### src/rtl/dfx_shutdown_seq_if.sv
// -----------------------------------------------------------------------------
// dfx_shutdown_seq_if
// Shutdown handshake between the DFX sequencer and dfx_axi_mgr.
//
// Signals:
//   request_shutdown - sequencer asks the AXI manager to quiesce its traffic
//   in_shutdown      - AXI manager reports that it is quiesced
//
// Modports:
//   master - sequencer side (drives request_shutdown, observes in_shutdown)
//   slave  - AXI manager side (observes request_shutdown, drives in_shutdown)
// -----------------------------------------------------------------------------
interface dfx_shutdown_seq_if;
  logic request_shutdown;
  logic in_shutdown;

  modport master (output request_shutdown, input in_shutdown);
  modport slave  (input request_shutdown, output in_shutdown);
endinterface

### src/rtl/dfx_shutdown_seq.sv
// -----------------------------------------------------------------------------
// dfx_shutdown_seq
// Drives a safe partial-reconfiguration cycle for the LED reconfigurable
// modules: quiesce the AXI manager, decouple the partitions, wait for the
// bitstream load, pulse the partition reset, then release the AXI manager.
//
// Optional feature macro: DFX_SEQ_TIMEOUT_EN
//   defined   - REQ and WAIT_PR time out into ERR; clear_err_i leaves ERR
//   undefined - REQ and WAIT_PR wait forever; ERR unreachable, error_o = 0
//
// Ports:
//   clk100          in   100 MHz clock
//   rst             in   synchronous active-high reset
//   dfx_start_i     in   reconfiguration request level (rising edge starts)
//   pr_done_i       in   one-cycle pulse when the bitstream load completes
//   clear_err_i     in   one-cycle pulse that leaves ERR
//   shut_if         if   shutdown handshake with dfx_axi_mgr (master side)
//   decouple_o      out  gates the reconfigurable-module outputs
//   rm_reset_o      out  active-high reset to the led_cnt*_pr partitions
//   busy_o          out  high whenever the sequencer is not idle
//   done_o          out  one-cycle pulse when a cycle completes
//   error_o         out  high while in ERR
//   reconfig_cnt_o  out  completed-cycle counter, wraps 255 -> 0
// -----------------------------------------------------------------------------
module dfx_shutdown_seq #(
  parameter int SHUTDOWN_TIMEOUT = 1024,
  parameter int PR_TIMEOUT       = 1000000,
  parameter int RM_RST_CYCLES    = 16
) (
  input  logic                   clk100,
  input  logic                   rst,
  input  logic                   dfx_start_i,
  input  logic                   pr_done_i,
  input  logic                   clear_err_i,
  dfx_shutdown_seq_if.master     shut_if,
  output logic                   decouple_o,
  output logic                   rm_reset_o,
  output logic                   busy_o,
  output logic                   done_o,
  output logic                   error_o,
  output logic [7:0]             reconfig_cnt_o
);

  typedef enum logic [2:0] {
    S_IDLE,
    S_REQ,
    S_DECOUPLE,
    S_WAIT_PR,
    S_RM_RST,
    S_RELEASE,
    S_ERR
  } state_t;

`ifdef DFX_SEQ_TIMEOUT_EN
  localparam int TIMER_MAX =
    (PR_TIMEOUT > SHUTDOWN_TIMEOUT)
      ? ((PR_TIMEOUT > RM_RST_CYCLES) ? PR_TIMEOUT : RM_RST_CYCLES)
      : ((SHUTDOWN_TIMEOUT > RM_RST_CYCLES) ? SHUTDOWN_TIMEOUT : RM_RST_CYCLES);
`else
  localparam int TIMER_MAX = RM_RST_CYCLES;
`endif
  localparam int TW = $clog2(TIMER_MAX + 1);

  localparam logic [TW-1:0] RM_LAST = TW'(RM_RST_CYCLES - 1);
`ifdef DFX_SEQ_TIMEOUT_EN
  localparam logic [TW-1:0] SHUT_LAST = TW'(SHUTDOWN_TIMEOUT - 1);
  localparam logic [TW-1:0] PR_LAST   = TW'(PR_TIMEOUT - 1);
`endif

  state_t          r_state;
  state_t          w_nextState;
  logic [TW-1:0]   r_timer;
  logic            r_startQ;
  logic            r_requestShutdown;
  logic            r_decouple;
  logic            r_rmReset;
  logic            r_busy;
  logic            r_done;
  logic [7:0]      r_reconfigCnt;
  logic            w_startEdge;
  logic            w_timerRun;
  logic            w_done;

  // r_startQ resets to 1 so a request held high through reset is not an edge.
  assign w_startEdge = dfx_start_i & ~r_startQ;
  assign w_done      = (r_state == S_RELEASE) && (w_nextState == S_IDLE);

`ifdef DFX_SEQ_TIMEOUT_EN
  assign w_timerRun = (r_state == S_REQ) || (r_state == S_WAIT_PR) ||
                      (r_state == S_RM_RST);
`else
  assign w_timerRun = (r_state == S_RM_RST);
`endif

  // Next-state logic; the handshake input is tested before the timeout so
  // that it wins a same-cycle tie.
  always_comb begin
    w_nextState = r_state;
    case (r_state)
      S_IDLE:     if (w_startEdge) w_nextState = S_REQ;
      S_REQ: begin
        if (shut_if.in_shutdown) w_nextState = S_DECOUPLE;
`ifdef DFX_SEQ_TIMEOUT_EN
        else if (r_timer == SHUT_LAST) w_nextState = S_ERR;
`endif
      end
      S_DECOUPLE: w_nextState = S_WAIT_PR;
      S_WAIT_PR: begin
        if (pr_done_i) w_nextState = S_RM_RST;
`ifdef DFX_SEQ_TIMEOUT_EN
        else if (r_timer == PR_LAST) w_nextState = S_ERR;
`endif
      end
      S_RM_RST:   if (r_timer == RM_LAST) w_nextState = S_RELEASE;
      S_RELEASE:  if (!shut_if.in_shutdown) w_nextState = S_IDLE;
      S_ERR: begin
`ifdef DFX_SEQ_TIMEOUT_EN
        if (clear_err_i) w_nextState = S_IDLE;
`endif
      end
      default:    w_nextState = S_IDLE;
    endcase
  end

  // State, timer and Moore outputs are registered together; outputs are
  // decoded from the next state so they line up with the state register.
  always_ff @(posedge clk100) begin
    if (rst) begin
      r_state           <= S_IDLE;
      r_timer           <= '0;
      r_startQ          <= 1'b1;
      r_requestShutdown <= 1'b0;
      r_decouple        <= 1'b0;
      r_rmReset         <= 1'b0;
      r_busy            <= 1'b0;
      r_done            <= 1'b0;
      r_reconfigCnt     <= 8'd0;
    end else begin
      r_state  <= w_nextState;
      r_startQ <= dfx_start_i;
      if (w_nextState != r_state)
        r_timer <= '0;
      else if (w_timerRun)
        r_timer <= r_timer + 1'b1;
      r_requestShutdown <= (w_nextState == S_REQ) || (w_nextState == S_DECOUPLE) ||
                           (w_nextState == S_WAIT_PR) || (w_nextState == S_RM_RST);
      r_decouple        <= (w_nextState == S_DECOUPLE) || (w_nextState == S_WAIT_PR) ||
                           (w_nextState == S_RM_RST) || (w_nextState == S_ERR);
      r_rmReset         <= (w_nextState == S_RM_RST) || (w_nextState == S_ERR);
      r_busy            <= (w_nextState != S_IDLE);
      r_done            <= w_done;
      if (w_done)
        r_reconfigCnt <= r_reconfigCnt + 8'd1;
    end
  end

`ifdef DFX_SEQ_TIMEOUT_EN
  logic r_error;

  always_ff @(posedge clk100) begin
    if (rst) r_error <= 1'b0;
    else     r_error <= (w_nextState == S_ERR);
  end

  assign error_o = r_error;
`else
  // Timeouts are compiled out, so these inputs/parameters have no effect.
  logic w_unusedCfg;
  assign w_unusedCfg = clear_err_i ^ (SHUTDOWN_TIMEOUT != PR_TIMEOUT);
  assign error_o     = 1'b0;
`endif

  assign shut_if.request_shutdown = r_requestShutdown;
  assign decouple_o               = r_decouple;
  assign rm_reset_o               = r_rmReset;
  assign busy_o                   = r_busy;
  assign done_o                   = r_done;
  assign reconfig_cnt_o           = r_reconfigCnt;

endmodule

### src/flat_wrapper.sv
// flat-port wrapper written by rule: the top's interface ports become plain ports
module dfx_shutdown_seq_flat 
#(
  parameter int SHUTDOWN_TIMEOUT = 1024,
  parameter int PR_TIMEOUT       = 1000000,
  parameter int RM_RST_CYCLES    = 16
)
  (clk100, rst, dfx_start_i, pr_done_i, clear_err_i, decouple_o, rm_reset_o, busy_o, done_o, error_o, reconfig_cnt_o, shut_if_request_shutdown, shut_if_in_shutdown);
  dfx_shutdown_seq_if shut_if_i ();
  input  logic clk100;
  input  logic rst;
  input  logic dfx_start_i;
  input  logic pr_done_i;
  input  logic clear_err_i;
  output logic decouple_o;
  output logic rm_reset_o;
  output logic busy_o;
  output logic done_o;
  output logic error_o;
  output logic [7:0] reconfig_cnt_o;
  output wire logic [$bits(shut_if_i.request_shutdown)-1:0] shut_if_request_shutdown;
  input wire logic [$bits(shut_if_i.in_shutdown)-1:0] shut_if_in_shutdown;
  assign shut_if_request_shutdown = shut_if_i.request_shutdown;
  assign shut_if_i.in_shutdown = shut_if_in_shutdown;
  dfx_shutdown_seq #(.SHUTDOWN_TIMEOUT(SHUTDOWN_TIMEOUT), .PR_TIMEOUT(PR_TIMEOUT), .RM_RST_CYCLES(RM_RST_CYCLES)) u_core (.clk100(clk100), .rst(rst), .dfx_start_i(dfx_start_i), .pr_done_i(pr_done_i), .clear_err_i(clear_err_i), .shut_if(shut_if_i), .decouple_o(decouple_o), .rm_reset_o(rm_reset_o), .busy_o(busy_o), .done_o(done_o), .error_o(error_o), .reconfig_cnt_o(reconfig_cnt_o));
endmodule
### config.mk
export PLATFORM = sky130hd
export DESIGN_NAME = dfx_shutdown_seq_flat
export DESIGN_NICKNAME = d
export VERILOG_FILES = /design/src/rtl/dfx_shutdown_seq_if.sv /design/src/rtl/dfx_shutdown_seq.sv /design/src/flat_wrapper.sv
export SDC_FILE = /design/constraint.sdc
export NUM_CORES = 1
export LEC_CHECK = 0
export CORE_UTILIZATION = 53
export CTS_BUF_LIST = sky130_fd_sc_hd__clkbuf_4
export DETAILED_ROUTE_END_ITERATION = 8
export PLACE_DENSITY_LB_ADDON = 0.2
export SLEW_MARGIN = 20
export SYNTH_ARGS = -nofsm -noshare
export SYNTH_HDL_FRONTEND = slang
export SYNTH_SLANG_ARGS = --single-unit
### constraint.sdc
create_clock -name clk100 -period 2.4 [get_ports clk100]
set_clock_uncertainty 0.15 [all_clocks]
set_input_delay 0.6 -clock clk100 [delete_from_list [all_inputs] [get_ports clk100]]
set_output_delay 0.6 -clock clk100 [all_outputs]
set_load 0.02 [all_outputs]
==> impl_metrics.yaml <==
place:
  place_ws_ns: -0.0421
  port_buffers: 17
  gp_congestion: 0.792
  dp.final_hpwl_microns: 1620
global_route:
  antenna_found_initial: 0
  grt_pass1_wl_microns: 3590
  first_global_vias: 825
  grt.total_usage_pct: 23.6
  grt.overflow.total: 0
  grt_max_degree: 14
cts:
  max-clock-path-buffers: 2
  cts_max_level: 1
  postCtsSetupBuffers: 0
  cts_root_buf: "clkbuf_4"
  cts-resized-gates: 0
  numCtsBuffers: 3
  cts_num_sinks: 22
  cts_tree: "yes"
  cts.hold.buffers_added: 0
  clk_latency_ns: 0.31
  path_clk_slew_ns: 0.12
finish:
  drive_above_1_share_pct: 13.7
  seq_area_sq_um: 440
  syn2layout_area_growth_pct: 19.0
  n_fill_cell: 158
  finalCoreUtilization_pct: 70.5
  antennaDiodeCount: 0
  nets: 141
  multiInputGateArea_sq_um: 582
power_and_ir_drop:
  p_sw_uw: 157
  swShare_pct: 25.3
  power_frac_seq_pct: 61.3
  pwr-share-clk_pct: 27.6
  ir_drop_mv: 0.376
  p_per_area_nw_per_um2: 484
  p_int_uw: 464
  power_uw: 621
  combPwrFrac_pct: 11.1
  p_leak_uw: 0.000466
timing:
  slew_headroom_pct: 65.2
  slew_viol_final: 0
  max_freq_mhz: 465
  fin_hold_ws_ns: 0.393
  tightest_slew_ns: 0.522
  rsz0062_at_grt: "no"
  period_needed_ns: 2.15
  hold_viol_final: 0
  setup_violations: 0
  period_share_pct: 89.7
  setup_slack_ns: 0.247
die:
  core.rowCount: 15
  die_h_microns: 47.1
  start_util_pct: 59.2
  core_sq_um: 1820
  dieArea_sq_um: 2220
  fp.dieW_microns: 47.1
  io_pins: 20
setup_path:
  r2r-end: "u_core.r_timer[2]"
  r2r_start: "u_core.r_timer[0]"
  cp-end-kind: "output pin"
  worstSetupPathType: "flip-flop to output pin"
  crit_family: "buffers and inverters"
  rrSetupSlack_ns: 0.43
  cp_slowest_cell: "clkdlybuf4s50_1"
  critPathMaxStageDelay_ns: 0.64
  critPathLaunchType: "flip-flop"
  critPathLaunch: "u_core.reconfig_cnt_o[3]"
  path_cells: "clkdlybuf4s50_1"
  cp.depth: 1
  cp.required_ns: 1.65
  cp.arrival_ns: 1.40
  cp_max_fo: 6
  reg2reg_depth: 7
  timing.critical_path.to: "reconfig_cnt_o[3]"
  crit_buf_inv: 1
yosys:
  ys_seq_area_share_pct: 40.8
  avgSynthCellArea_sq_um: 9.54
  syn_inst: 113
  synth-edff-count: 0
  ys.flop_type: "dfxtp_1"
  syn_nets: 122
  synth_warnings: 0
  async_flop_share_pct: 0
  ys_seq_elements: 22
  synthDistinctLibCells: 44
  synth_area_sq_um: 1080
run_status:
  status: "complete, no violations"
job:
  drv_cap: 0
route:
  wire_per_inst_microns: 13.5
  remaining_drc_errors: 0
  routed_wirelength_microns: 2100
  vias: 863
  drt_iter0_markers: 13
  avgViaCountPerCell: 5.53
  drt-pass1-iter-count: 4
  drtAntennaViolNets: 0
worst_hold_path:
  hold_class: "flip-flop to flip-flop"
  hold_start: "u_core.reconfig_cnt_o[7]"
how the worst min path moves through the flow:
stage,to,slack [ns],cells past startpoint
detailed placement,u_core.reconfig_cnt_o[7],0.36,2
global route,u_core.r_timer[0],0.43,2
global placement,u_core.r_timer[0],0.34,2
finish,u_core.reconfig_cnt_o[7],0.39,2
CTS,u_core.r_timer[0],0.39,2
floorplan,u_core.r_timer[0],0.32,2
per-layer routing:
metal  wire length, microns  global-route usage (%)  share of wire [%]
met3                     64                    3.08                3.0
met1                    924                    28.9                 44
met4                     40                    11.4                1.9
met2                   1070                    40.8                 51
met5                      0                       0                  0
logic make-up (layout without fill, tap and decap cells):
logic type / count (synthesis) / after routing / synth area share, %
compound gates: 17 / 17 / 13.8
xor+xnor: 10 / 10 / 8.12
fa+ha+maj: 3 / 3 / 3.48
buf+inv: 11 / 29 / 5.22
flops: 22 / 22 / 40.8
mux: 2 / 2 / 1.86
other cells: 1 / 1 / 0.348
simple gates: 47 / 47 / 26.3
power by group through the flow:
stage                     sequential [uW]  clock (uW)  combinational (uW)
final                                 381         171                69.3
after global routing                  382         188                75.1
after global placement                388           0                66.7
after detailed placement              389           0                69.1
after CTS                             381         175                69.5
after floorplan                       390           0                43.7
registers in the layout, indices dropped and copies added (netlist names):
name                             count
u_core.done_o                        1
u_core.rm_reset_o                    1
u_core.decouple_o                    1
u_core.r_state                       3
u_core.busy_o                        1
u_core.reconfig_cnt_o                8
u_core.shut_if.request_shutdown      1
u_core.r_startQ                      1
u_core.r_timer                       5
through the flow:
step	instance area (sq um)	TNS (ns)	cells
floorplan	1080	0	113
global placement	1260	0	152
detailed placement	1260	-0.146	152
CTS	1280	0	156
global route	1280	0	156
finish	1280	0	156
area by class of cell:
| cell class | instances | area share, % |
|---|---|---|
| Inverter | 7 | 2.05 |
| Timing Repair Buffer | 18 | 13.8 |
| Clock buffer | 3 | 1.75 |
| Tap cell | 25 | 2.44 |
| Clock inverter | 1 | 0.292 |
| Multi-Input combinational cell | 80 | 45.3 |
| Sequential cell | 22 | 34.3 |
Yosys cell counts (all sizes together), types with 2 or more instances:
cell / n / area share [%]
xnor2: 5 / 4.1
nor4: 2 / 2.3
and3: 2 / 1.2
dfxtp: 22 / 41
xor2: 5 / 4.1
a21oi: 3 / 1.7
o21ai: 3 / 1.4
buf: 3 / 2.4
a32oi: 2 / 3.4
nor2: 12 / 4.2
nand2: 9 / 3.4
mux2i: 2 / 1.9
nor2b: 2 / 1.4
nor3: 6 / 3.2
ha: 3 / 3.5
nand4: 4 / 2.3
inv: 7 / 2.4
nand3: 2 / 0.93
layout by cell type, fill, tap and decap left out, drive strengths merged, types with 2 or more instances in the layout:
cell | netlist | routed
nor4 | 2 | 2
inv | 7 | 7
xnor2 | 5 | 5
nor2b | 2 | 2
nand4 | 4 | 4
a21oi | 3 | 3
clkdlybuf4s50 | 0 | 17
o21ai | 3 | 3
a32oi | 2 | 2
and3 | 2 | 2
xor2 | 5 | 5
nand3 | 2 | 2
dfxtp | 22 | 22
clkbuf | 1 | 3
nor3 | 6 | 6
ha | 3 | 3
nand2 | 9 | 9
nor2 | 12 | 12
mux2i | 2 | 2
Power figures use the tool's default switching activity.
